==> src/rtl/cc_pattern_driver.sv <==
// Stimulus sequencer and score checker for the CC core: serialises one packed pattern
// record into CC's load/action protocol, scores the result and flags protocol abuse.

module cc_pattern_driver #(
   parameter int GAP_CYC  = 2,
   parameter int TIMEOUT  = 500,
   parameter int COOL_CYC = 3
) (
   input  logic         clk,
   input  logic         rst_n,
   input  logic         pat_valid,
   output logic         pat_ready,
   input  logic [222:0] pat_data,
   output logic         in_valid_1,
   output logic         in_valid_2,
   output logic [2:0]   in_color,
   output logic [5:0]   in_starting_pos,
   output logic         in_stripe,
   output logic [1:0]   in_action,
   input  logic         out_valid,
   input  logic [6:0]   out_score,
   output logic         res_valid,
   output logic         res_pass,
   output logic         res_timeout,
   output logic [6:0]   res_score,
   output logic [7:0]   pass_cnt,
   output logic [7:0]   fail_cnt,
   output logic         proto_err
);

   typedef enum logic [2:0] {
      S_IDLE, S_LOAD, S_GAP, S_ACT, S_WAIT, S_DONE, S_COOL
   } state_t;

   // Entry 0 of every field sits in the MSBs, so entry k is array element (N-1-k).
   typedef struct packed {
      logic [35:0][2:0] colour;
      logic [3:0][2:0]  st_row;
      logic [3:0][2:0]  st_col;
      logic [3:0]       st_type;
      logic [9:0][2:0]  act_row;
      logic [9:0][2:0]  act_col;
      logic [9:0][1:0]  action;
      logic [6:0]       exp_score;
   } pat_t;

   state_t     state_q, state_d;
   logic [9:0] cnt_q, cnt_d;
   pat_t       pat_q, pat_cur;
   logic       accept;
   logic       ov_q;
   logic [5:0] li;
   logic [1:0] si;
   logic [3:0] aj;

   logic       pat_ready_d, iv1_d, iv2_d, stripe_d, res_valid_d, res_pass_d, res_timeout_d, proto_d;
   logic [2:0] color_d;
   logic [5:0] pos_d;
   logic [1:0] action_d;
   logic [6:0] res_score_d;
   logic [7:0] pass_cnt_d, fail_cnt_d;

   // NOTE: every signal assigned in this block gets a default first, so no path leaves
   // a value unassigned and no latch is inferred.
   always_comb begin
      state_d = state_q;
      cnt_d   = cnt_q + 10'd1;
      accept  = 1'b0;
      case (state_q)
         S_IDLE: begin
            cnt_d = '0;
            if (pat_valid && pat_ready) begin
               accept  = 1'b1;
               state_d = S_LOAD;
            end
         end
         S_LOAD: if (cnt_q == 10'd35) begin
            state_d = S_GAP;
            cnt_d   = '0;
         end
         S_GAP: if (cnt_q == 10'(GAP_CYC - 1)) begin
            state_d = S_ACT;
            cnt_d   = '0;
         end
         S_ACT: if (cnt_q == 10'd9) begin
            state_d = S_WAIT;
            cnt_d   = '0;
         end
         S_WAIT: if (out_valid || cnt_q == 10'(TIMEOUT - 1)) begin
            state_d = S_DONE;
            cnt_d   = '0;
         end
         S_DONE: begin
            state_d = S_COOL;
            cnt_d   = '0;
         end
         S_COOL: if (cnt_q == 10'(COOL_CYC - 1)) begin
            state_d = S_IDLE;
            cnt_d   = '0;
         end
         default: begin
            state_d = S_IDLE;
            cnt_d   = '0;
         end
      endcase

      // Outputs are registered from the next state, so the first load beat must come
      // straight from pat_data on the accepting edge.
      pat_cur = accept ? pat_t'(pat_data) : pat_q;
      li      = 6'd35 - cnt_d[5:0];
      si      = 2'd3 - cnt_d[1:0];
      aj      = 4'd9 - cnt_d[3:0];

      iv1_d    = 1'b0;
      iv2_d    = 1'b0;
      color_d  = '0;
      pos_d    = '0;
      stripe_d = 1'b0;
      action_d = '0;
      case (state_d)
         S_LOAD: begin
            iv1_d   = 1'b1;
            color_d = pat_cur.colour[li];
            if (cnt_d < 10'd4) begin
               pos_d    = {pat_cur.st_row[si], pat_cur.st_col[si]};
               stripe_d = pat_cur.st_type[si];
            end
         end
         S_ACT: begin
            iv2_d    = 1'b1;
            pos_d    = {pat_cur.act_row[aj], pat_cur.act_col[aj]};
            action_d = pat_cur.action[aj];
         end
         default: ;
      endcase

      pat_ready_d   = (state_d == S_IDLE);
      res_valid_d   = (state_d == S_DONE);
      res_pass_d    = res_pass;
      res_timeout_d = res_timeout;
      res_score_d   = res_score;
      pass_cnt_d    = pass_cnt;
      fail_cnt_d    = fail_cnt;
      if (state_d == S_DONE) begin
         res_timeout_d = !out_valid;
         res_score_d   = out_valid ? out_score : 7'd0;
         res_pass_d    = out_valid && (out_score == pat_q.exp_score);
         if (res_pass_d) pass_cnt_d = (pass_cnt == 8'hFF) ? pass_cnt : pass_cnt + 8'd1;
         else            fail_cnt_d = (fail_cnt == 8'hFF) ? fail_cnt : fail_cnt + 8'd1;
      end

      proto_d = proto_err
              | (out_valid && (state_q inside {S_LOAD, S_GAP, S_ACT, S_COOL}))
              | (out_valid && ov_q)
              | (!out_valid && (out_score != 7'd0));
   end

   // NOTE: sequential state uses non-blocking assignments only, so every register
   // samples the pre-edge values regardless of statement order.
   always_ff @(posedge clk) begin
      if (!rst_n) begin
         state_q         <= S_IDLE;
         cnt_q           <= '0;
         ov_q            <= 1'b0;
         pat_ready       <= 1'b1;
         in_valid_1      <= 1'b0;
         in_valid_2      <= 1'b0;
         in_color        <= '0;
         in_starting_pos <= '0;
         in_stripe       <= 1'b0;
         in_action       <= '0;
         res_valid       <= 1'b0;
         res_pass        <= 1'b0;
         res_timeout     <= 1'b0;
         res_score       <= '0;
         pass_cnt        <= '0;
         fail_cnt        <= '0;
         proto_err       <= 1'b0;
      end else begin
         state_q         <= state_d;
         cnt_q           <= cnt_d;
         ov_q            <= out_valid;
         pat_ready       <= pat_ready_d;
         in_valid_1      <= iv1_d;
         in_valid_2      <= iv2_d;
         in_color        <= color_d;
         in_starting_pos <= pos_d;
         in_stripe       <= stripe_d;
         in_action       <= action_d;
         res_valid       <= res_valid_d;
         res_pass        <= res_pass_d;
         res_timeout     <= res_timeout_d;
         res_score       <= res_score_d;
         pass_cnt        <= pass_cnt_d;
         fail_cnt        <= fail_cnt_d;
         proto_err       <= proto_d;
      end
   end

   // NOTE: the pattern register is pure data qualified by the FSM, so it carries no reset.
   always_ff @(posedge clk) begin
      if (accept) pat_q <= pat_t'(pat_data);
   end

endmodule

==> config.mk <==
export PLATFORM = sky130hd
export DESIGN_NAME = cc_pattern_driver
export DESIGN_NICKNAME = d
export VERILOG_FILES = /design/src/rtl/cc_pattern_driver.sv
export SDC_FILE = /design/constraint.sdc
export NUM_CORES = 1
export LEC_CHECK = 0
export BUFFER_PORTS_ARGS = -buffer_cell sky130_fd_sc_hd__clkbuf_2
export CORE_UTILIZATION = 54
export DETAILED_ROUTE_END_ITERATION = 8
export PLACE_DENSITY = 0.8
export SLEW_MARGIN = 10
export SYNTH_ARGS = -nofsm -noshare
export SYNTH_HDL_FRONTEND = slang
export SYNTH_SLANG_ARGS = --single-unit
==> constraint.sdc <==
create_clock -name clk -period 5.6 [get_ports clk]
set_clock_uncertainty 0.05 [all_clocks]
set_input_delay 1.4 -clock clk [delete_from_list [all_inputs] [get_ports clk]]
set_output_delay 1.4 -clock clk [all_outputs]
set_load 0.03 [all_outputs]
==> metrics, run 1 <==
Initial Util=0.552; max_cap viols=0; drt pass-1 iters=6; Post-synth EDFFs=7; Post-CTS Hold Buffers=0; CTS Buffer Depth=3; WHS Path Cells=2; Setup WS post-layout=roughly 920 ps; DP Worst Slack=roughly 510 ps; Post-Route WL=roughly 34000 µm; pwr dens=approximately 380 mW/mm²; drc violations=0; Via density=5.48; largest net degree at the start of global routing=~190; layout cells sized above 1=0.243; Final Hold Viols=0; DRT iter0 DRCs=just under 800; Tot Pwr=around 5.5 mW; yosys warns=0; H-tree levels=1; RSZ-0062 raised after global routing=no; GRT Overall Usage=0.290; cell accounting for the most synthesized area=dfxtp_1; remaining global-route overflow=0; Synth Instances=between 1500 and 2000; worst reg2reg startpoint=state_q[2]; post-synthesis sequential area ratio=0.470; Seq. cell area=~0.0057 mm²; drt wl/cell=~17 µm; synth cell count leaders=nand2_1 (602), dfxtp_1 (272), nor2_1 (74); Rows=between 50 and 60; Distinct cells, synth=70; CTS tree=yes; Clock Latency Late Sink=roughly 550 ps; Reg-to-Reg End=in_color[0]; PostCTS Resize Cnt=0; static leakage=6.92 nW; Post-synth ARST share=0; Horiz. Die Dim=151 µm; Slew @ Worst Pin=~1200 ps; IO Port Bufs=275; final setup violation count=0; VDD IR max=236 µV; Post-CTS Setup Bufs=0; min-delay worst type=reg2reg; status=finished, final reports clean; CP Data Arrival Time=slightly above 5000 ps; DR vias=between 10000 and 15000; setup_tns=0 ps; crit end category=flip-flop; share of the synthesized area in the top cell type=0.452; CP required=5990 ps; core area=between 0.02 and 0.025 mm²; FF-to-FF setup slack=just over 1000 ps; worst hold path startpoint=pat_q[152]; net count after synthesis=approximately 1800; area occupied by multi-input gates=roughly 0.0060 mm²; CP Class=in2reg; top cells by area, synth=dfxtp_1 (45%), nand2_1 (19%), mux2_2 (2.6%), nor2_1 (2.3%), or2_2 (2.3%); Area Growth Syn to Fin=20.1%; R2R depth=11; Crit Path Max Fanout=13; vias in the first global route=slightly above 10000; IO Count=between 200 and 300; GPL Wtd Cong=between 0.9 and 1; clock sink count=around 280; number of antenna violations at the first check in global routing=1; nets=1983; Slew Limit Fails=0; Post-DRT Antenna Nets=0; die area=0.0229 mm²; fin crit share=0.836; Vert. Die Dim=between 150 and 200 µm; Max transition margin=0.215; CTS clk-pin slew, worst paths=~60 ps; # fillers=approximately 1900; #FFs+latches synth=around 280; min Tclk post-route=about 4700 ps; most common cell in the netlist=nand2_1; Max Fclk=approximately 0.21 GHz; syn_area_per_cell=between 7 and 8 µm²; first-pass GRT wire length=a little over 50000 µm; Detail Placement HPWL=around 24000 µm; synthesized area=around 0.012 mm²; Root Driver=clkbuf_16; ys flop type=dfxtp_1; Worst Setup Start Kind=primary input; TritonCTS Buffers=28; worst hold endpoint=pat_q[152]
-- stage by stage --
stage | cell area (µm²) | hold slack [ps] | std cells | utilization
after floorplan | 12000 | 357 | 1524 | -
after global placement | 13500 | 373 | 1992 | 0.620
after detailed placement | 13500 | 379 | 1992 | 0.620
after CTS | 14500 | 393 | 2044 | 0.663
after global routing | 14500 | 407 | 2044 | 0.663
final | 14500 | 391 | 2046 | 0.663
-- layout make-up --
| class | instances | share of cell area |
|---|---|---|
| Antenna cell | 2 | 0.000346 |
| Clock buffer | 36 | 0.0527 |
| Clock inverter | 16 | 0.0119 |
| Inverter | 18 | 0.00502 |
| Multi-Input combinational cell | 1131 | 0.413 |
| Sequential cell | 279 | 0.391 |
| Tap cell | 280 | 0.0242 |
| Timing Repair Buffer | 284 | 0.102 |
-- layout by cell type (no fill, tap or decap), types with 5 or more instances in the layout --
| master | n |
|---|---|
| nand2_1 | 600 |
| clkbuf_2 | 275 |
| dfxtp_1 | 272 |
| nor2_1 | 74 |
| a21oi_1 | 51 |
| or2_2 | 44 |
| nand3_1 | 38 |
| o211ai_1 | 30 |
| clkbuf_16 | 29 |
| mux2_2 | 28 |
| o221ai_1 | 23 |
| o21ai_0 | 21 |
| xnor2_1 | 20 |
| mux2i_1 | 17 |
| inv_1 | 15 |
| a31oi_1 | 12 |
| xor2_1 | 11 |
| or4_1 | 10 |
| nand4_1 | 9 |
| a31o_2 | 9 |
| and3_1 | 8 |
| o21a_1 | 8 |
| o22ai_1 | 8 |
| nor3_1 | 8 |
| a311oi_1 | 7 |
| clkinv_2 | 7 |
| edfxtp_1 | 7 |
| buf_4 | 7 |
| nor4_1 | 6 |
| ha_1 | 6 |
| clkbuf_1 | 6 |
| or3_1 | 5 |
| and2_1 | 5 |
-- metal layers --
layer / up-vias / track usage / share of wire
met5: - / 0 / 0
met4: 0 / 0.109 / 0.029
met3: 61 / 0.0434 / 0.069
met2: 438 / 0.486 / 0.47
met1: 5157 / 0.377 / 0.43
li1: 5559 / - / -
-- worst max-delay path, stage by stage --
cell and delay (ps):
clkbuf_2 190, a31oi_1 370, a32o_1 540, nor3_4 90, nor2_1 380, clkinv_1 380
ha_1 390, xnor2_1 550, nor3_1 130, a221o_1 340, o32ai_1 300
-- how the worst max path moves through the flow --
stage / start / end / slack [ps] / depth (start not counted)
floorplan: out_valid / in_starting_pos[0] / 1210 / 13
global placement: out_valid / in_color[2] / 620 / 11
detailed placement: out_valid / in_color[0] / 510 / 11
CTS: out_valid / in_color[0] / 1050 / 11
global route: out_valid / in_color[0] / 700 / 11
finish: out_valid / in_color[0] / 920 / 11
-- sequential cells by signal (all words and copies together) (netlist names) --
name             cells
pat_q              223
cnt_q               10
fail_cnt             8
pass_cnt             8
res_score            7
in_starting_pos      6
in_color             3
state_q              3
in_action            2
in_stripe            1
in_valid_1           1
in_valid_2           1
ov_q                 1
pat_ready            1
proto_err            1
res_pass             1
res_timeout          1
res_valid            1
-- power by group --
part	switching (mW)	total, mW	internal (mW)	leakage, nW
Clock	0.796	1.90	1.10	0.450
Sequential	0.127	2.52	2.40	2.34
Combinational	0.645	1.05	0.401	4.13
-- kinds of logic after synthesis --
| group | count (synthesis) | synth area share |
|---|---|---|
| AND/OR/NAND/NOR | 830 | 0.291 |
| flip-flops | 279 | 0.470 |
| AO/OA/AOI/OAI | 214 | 0.125 |
| buffers and inverters | 114 | 0.0364 |
| multiplexers | 49 | 0.0478 |
| XOR/XNOR | 31 | 0.0225 |
| adder cells (fa/ha/maj) | 7 | 0.00727 |
No activity file was read; power rests on OpenSTA's default activity.
==> inputs of run 2 (changes only) <==
CORE_UTILIZATION = 49   (was 54)
PLACE_DENSITY = 0.76   (was 0.8)
clock period = 4 ns   (was 5.6 ns; I/O delays follow)
==> run 2 against run 1 <==
Net effect:
- die area rose by 10%
- via count grew 0.98%
- non-clock buffer count increased by 25
- largest cell class unchanged
- largest power group unchanged
- highest routed layer is now met5
==> metrics, run 2 (synthesis results as in run 1) <==
# fillers=between 2000 and 2500; drc violations=0; Vert. Die Dim=approximately 160 µm; CTS clk-pin slew, worst paths=roughly 60 ps; GPL Wtd Cong=between 0.9 and 1; max_cap viols=0; GRT Overall Usage=0.268; nets=~2000; final core utilization=0.610; number of antenna violations at the first check in global routing=3; core area=approximately 0.024 mm²; crit end category=flip-flop; IO Port Bufs=275; Root Driver=clkbuf_16; Layout Cells excl Fill=2116; min-delay worst type=reg2reg; final setup violation count=0; DR vias=11300; Largest regs=pat_q x223, cnt_q x10; Tot Pwr=around 7.7 mW; setup_tns=0 ps; Crit Path Max Fanout=8; Post-Route WL=between 30000 and 40000 µm; FF-to-FF setup slack=240 ps; CP cell instances=ha_1 -> or3b_2 -> or4_1 -> nor2b_4 -> nor3_4 -> nor2_1 -> clkinv_1 -> ha_1 -> xnor2_1 -> nand3b_1 -> a21oi_1 -> or4_1; Detail Placement HPWL=roughly 25000 µm; Initial Util=0.497; Via density=~5.4; Post-DRT Antenna Nets=0; pwr dens=520 mW/mm²; RSZ-0062 raised after global routing=no; Slew Limit Fails=0; slowest CP cell=or4_1; DRT iter0 DRCs=1050; max FFs per register=between 200 and 250; clock sink count=around 280; Post-CTS Hold Buffers=0; layout cells sized above 1=0.254; worst path bufs/invs=1; Horiz. Die Dim=approximately 160 µm; Max transition margin=0.346; min Tclk post-route=~3800 ps; CP Data Arrival Time=4130 ps; Slew @ Worst Pin=~980 ps; Clock Latency Late Sink=550 ps; Worst path top cell family by delay=simple AND/OR/NAND/NOR gates; CTS Buffer Depth=3; commonest non-fill, non-tap cell in the layout=nand2_1; most frequent cells in the layout=nand2_1 (600), clkbuf_2 (275), dfxtp_1 (272); die area=between 0.02 and 0.03 mm²; register with the most flip-flops=pat_q; Worst Setup Start Kind=flip-flop; fin crit share=0.939; remaining global-route overflow=0; Rows=between 50 and 60; CTS tree=yes; H-tree levels=1; vias in the first global route=approximately 11000; TritonCTS Buffers=30; CP max stage delay=approximately 540 ps; IO Count=276; Area Growth Syn to Fin=22.7%; drt pass-1 iters=6; CP Class=reg2reg; drt wl/cell=~16 µm; status=finished, final reports clean; Max Fclk=0.266 GHz; static leakage=7.09 nW; Final Hold Viols=0; Placed Cells=around 2100; CP required=4370 ps; VDD IR max=about 280 µV; first-pass GRT wire length=approximately 55000 µm; largest net degree at the start of global routing=between 100 and 150; worst hold slack=around 390 ps
## run 2: cell count changes in the layout (fill, tap and decap cells not counted), sizes merged
cell      previous run  this run
buf                  9        34
bufinv               3         1
clkbuf             311       317
clkinv              11        12
clkinvlp             4         0
diode                2         1
inv                 16        17
## run 2: final timing paths
| check | from | end | cells after the start |
|---|---|---|---|
| worst max-delay path | cnt_q[0] | in_starting_pos[2] | 12 |
| worst min-delay path | pat_q[182] | pat_q[182] | 2 |
| worst max register to register | cnt_q[0] | in_starting_pos[2] | 12 |
| worst min register to register | pat_q[182] | pat_q[182] | 2 |
## run 2: layer usage
| metal | global-route usage | part of all wire | vias up |
|---|---|---|---|
| met3 | 0.0431 | 0.075 | 81 |
| met2 | 0.440 | 0.46 | 454 |
| met4 | 0.103 | 0.034 | 2 |
| met5 | 0 | 0.00032 | - |
| li1 | - | - | 5593 |
| met1 | 0.353 | 0.43 | 5195 |
## run 2: final cells by class
cell class | instances | area [µm²] | area share
sequential | 279 | 5660 | 0.383
clock inverter | 12 | 91.3 | 0.00618
antenna | 1 | 2.50 | 0.000169
multi-input combinational | 1131 | 5990 | 0.405
timing repair buffer | 309 | 1710 | 0.115
tap | 324 | 405 | 0.0274
clock buffer | 42 | 857 | 0.0580
inverter | 18 | 72.6 | 0.00491
## run 2: worst min-delay path, cell delays in order (launching register included)
cell and delay [ps]:
dfxtp_1 310, nand2_1 50, nand2_1 40
## run 2: through the flow
stage	instance area [µm²]	setup WS [ps]
floorplan	12000	13.9
global placement	13800	309
detailed placement	13800	185
CTS	14800	176
global route	14800	28.9
finish	14800	244
## run 2: what timing repair did
item                       CTS  global route
setup endpoints to repair    0             6
resized for setup            0             2
buffers inserted             0             1
## run 2: where the power goes
part           internal [mW]  switching (mW)  total [mW]
clock                   1.55            1.12        2.67
sequential              3.36           0.172        3.53
combinational          0.587           0.905        1.49
total                   5.50            2.20        7.69
==> inputs of run 3 (changes only) <==
CAP_MARGIN = 20   (was unset)
CTS_CLUSTER_SIZE = 25   (was unset)
PLACE_DENSITY = 0.81   (was 0.76)
==> run 3 against run 2 <==
Net effect:
- cell count is 0.14% higher
- total power is 3.5% higher
- core utilization is 0.64 points higher
- die area stayed put
- first-iteration DRC count is 1.5% lower
- clock power is 9.0% higher
- setup slack worse by 45 ps
- sequential power hardly changed
- combinational power hardly changed
- critical path type unchanged
- count of clock-buffer cells in the layout is 1 higher
- sequential cell count stayed put
- largest cell class unchanged
==> metrics, run 3 (synthesis results as in run 1) <==
commonest non-fill, non-tap cell in the layout=nand2_1; nets=2014; drt wl/cell=approximately 17 µm; drt pass-1 iters=6; layout cells sized above 1=0.258; status=finished, final reports clean; Setup WS post-layout=around 200 ps; Slew @ Worst Pin=~970 ps; CTS Buffer Depth=3; vias in the first global route=around 11000; drc violations=0; min Tclk post-route=~3800 ps; Clock Latency Late Sink=around 550 ps; fin crit share=0.950; crit end category=flip-flop; min-delay worst type=reg2reg; most frequent cells in the layout=nand2_1 (600), clkbuf_2 (275), dfxtp_1 (272); CTS tree=yes; Horiz. Die Dim=159 µm; Via density=between 5 and 6; CP Class=reg2reg; CTS clk-pin slew, worst paths=60 ps; Worst Setup Start Kind=flip-flop; max FFs per register=about 220; die area=around 0.025 mm²; max_cap viols=0; DRT iter0 DRCs=about 1000; CP Data Arrival Time=4170 ps; final setup violation count=0; DP Worst Slack=between 30 and 40 ps; Post-Route WL=~35000 µm; first-pass GRT wire length=between 50000 and 60000 µm; largest net degree at the start of global routing=between 100 and 150; Slew Limit Fails=0; Crit Path Max Fanout=28; register with the most flip-flops=pat_q; number of antenna violations at the first check in global routing=2; clock sink count=279; pwr dens=around 530 mW/mm²; Final Hold Viols=0; VDD IR max=around 310 µV; Vert. Die Dim=around 160 µm; remaining global-route overflow=0; core area=0.0242 mm²; H-tree levels=1; Post-CTS Hold Buffers=0; Rows=57; Max transition margin=0.348; GRT Overall Usage=0.276; Detail Placement HPWL=roughly 26000 µm; TritonCTS Buffers=30; CP required=approximately 4400 ps; IO Count=276; Post-DRT Antenna Nets=0; GPL Wtd Cong=between 0.9 and 1; Root Driver=clkbuf_16; Largest regs=pat_q x223, cnt_q x10; n_diodes=0; static leakage=just over 7 nW; Area Growth Syn to Fin=24.0%; IO Port Bufs=between 200 and 300; Initial Util=0.497; Max Fclk=roughly 0.26 GHz; RSZ-0062 raised after global routing=no; setup_tns=0 ps; DR vias=~11000
run 3: cell count changes in the layout (fill, tap and decap cells not counted), moves of 2 or more:
cell,change
buf_4,+2
clkinv_2,-6
clkbuf_8,+5
bufinv_16,+3
clkbuf_1,-3
run 3: through the flow:
step	hold slack, ps	utilization	cell area [µm²]	total power [mW]	std cells
2_1_floorplan	357	-	12000	4.53	1524
3_3_place_gp	373	0.570	13800	5.03	2061
3_5_place_dp	377	0.570	13800	5.08	2061
4_1_cts	393	0.614	14900	7.98	2115
5_1_grt	403	0.616	14900	8.34	2119
6_report	391	0.616	14900	7.96	2119
run 3: critical path: stages (launching register included):
cell and delay, ps:
dfxtp_1 440, ha_1 200, or3b_2 470, or4_1 500, nor2b_4 190, o31ai_4 710
buf_12 270, nand3_1 80, o21ai_0 160, nor2_1 60, or4_1 520
run 3: layout make-up:
| cell class | instances | area, µm² |
|---|---|---|
| timing repair buffer | 313 | 1750 |
| clock inverter | 11 | 173 |
| tap | 324 | 405 |
| sequential | 279 | 5660 |
| fill | 2119 | 9310 |
| clock buffer | 43 | 890 |
| multi-input combinational | 1131 | 5990 |
| inverter | 18 | 72.6 |
run 3: per-layer routing:
metal | vias to the layer above | GRT usage | wire length [µm]
li1 | 5615 | - | -
met1 | 5269 | 0.362 | 15000
met2 | 480 | 0.458 | 16500
met3 | 87 | 0.0389 | 2540
met4 | 2 | 0.105 | 1380
met5 | - | 0 | 13
run 3: worst paths after layout:
path	to	slack (ps)	depth (start not counted)	startpoint
max	in_starting_pos[4]	200	10	cnt_q[0]
min	pat_q[194]	390	2	pat_q[194]
max reg2reg	in_starting_pos[4]	200	10	cnt_q[0]
min reg2reg	pat_q[194]	390	2	pat_q[194]
run 3: what timing repair did:
| item | in CTS | in global routing |
|---|---|---|
| gates resized for setup | 0 | 5 |
| setup buffers | 0 | 4 |
| endpoints found under the setup margin | 0 | 10 |
run 3: power breakdown:
part	switching, mW	internal [mW]
clock	1.12	1.80
combinational	0.933	0.591
sequential	0.172	3.36
total	2.22	5.74
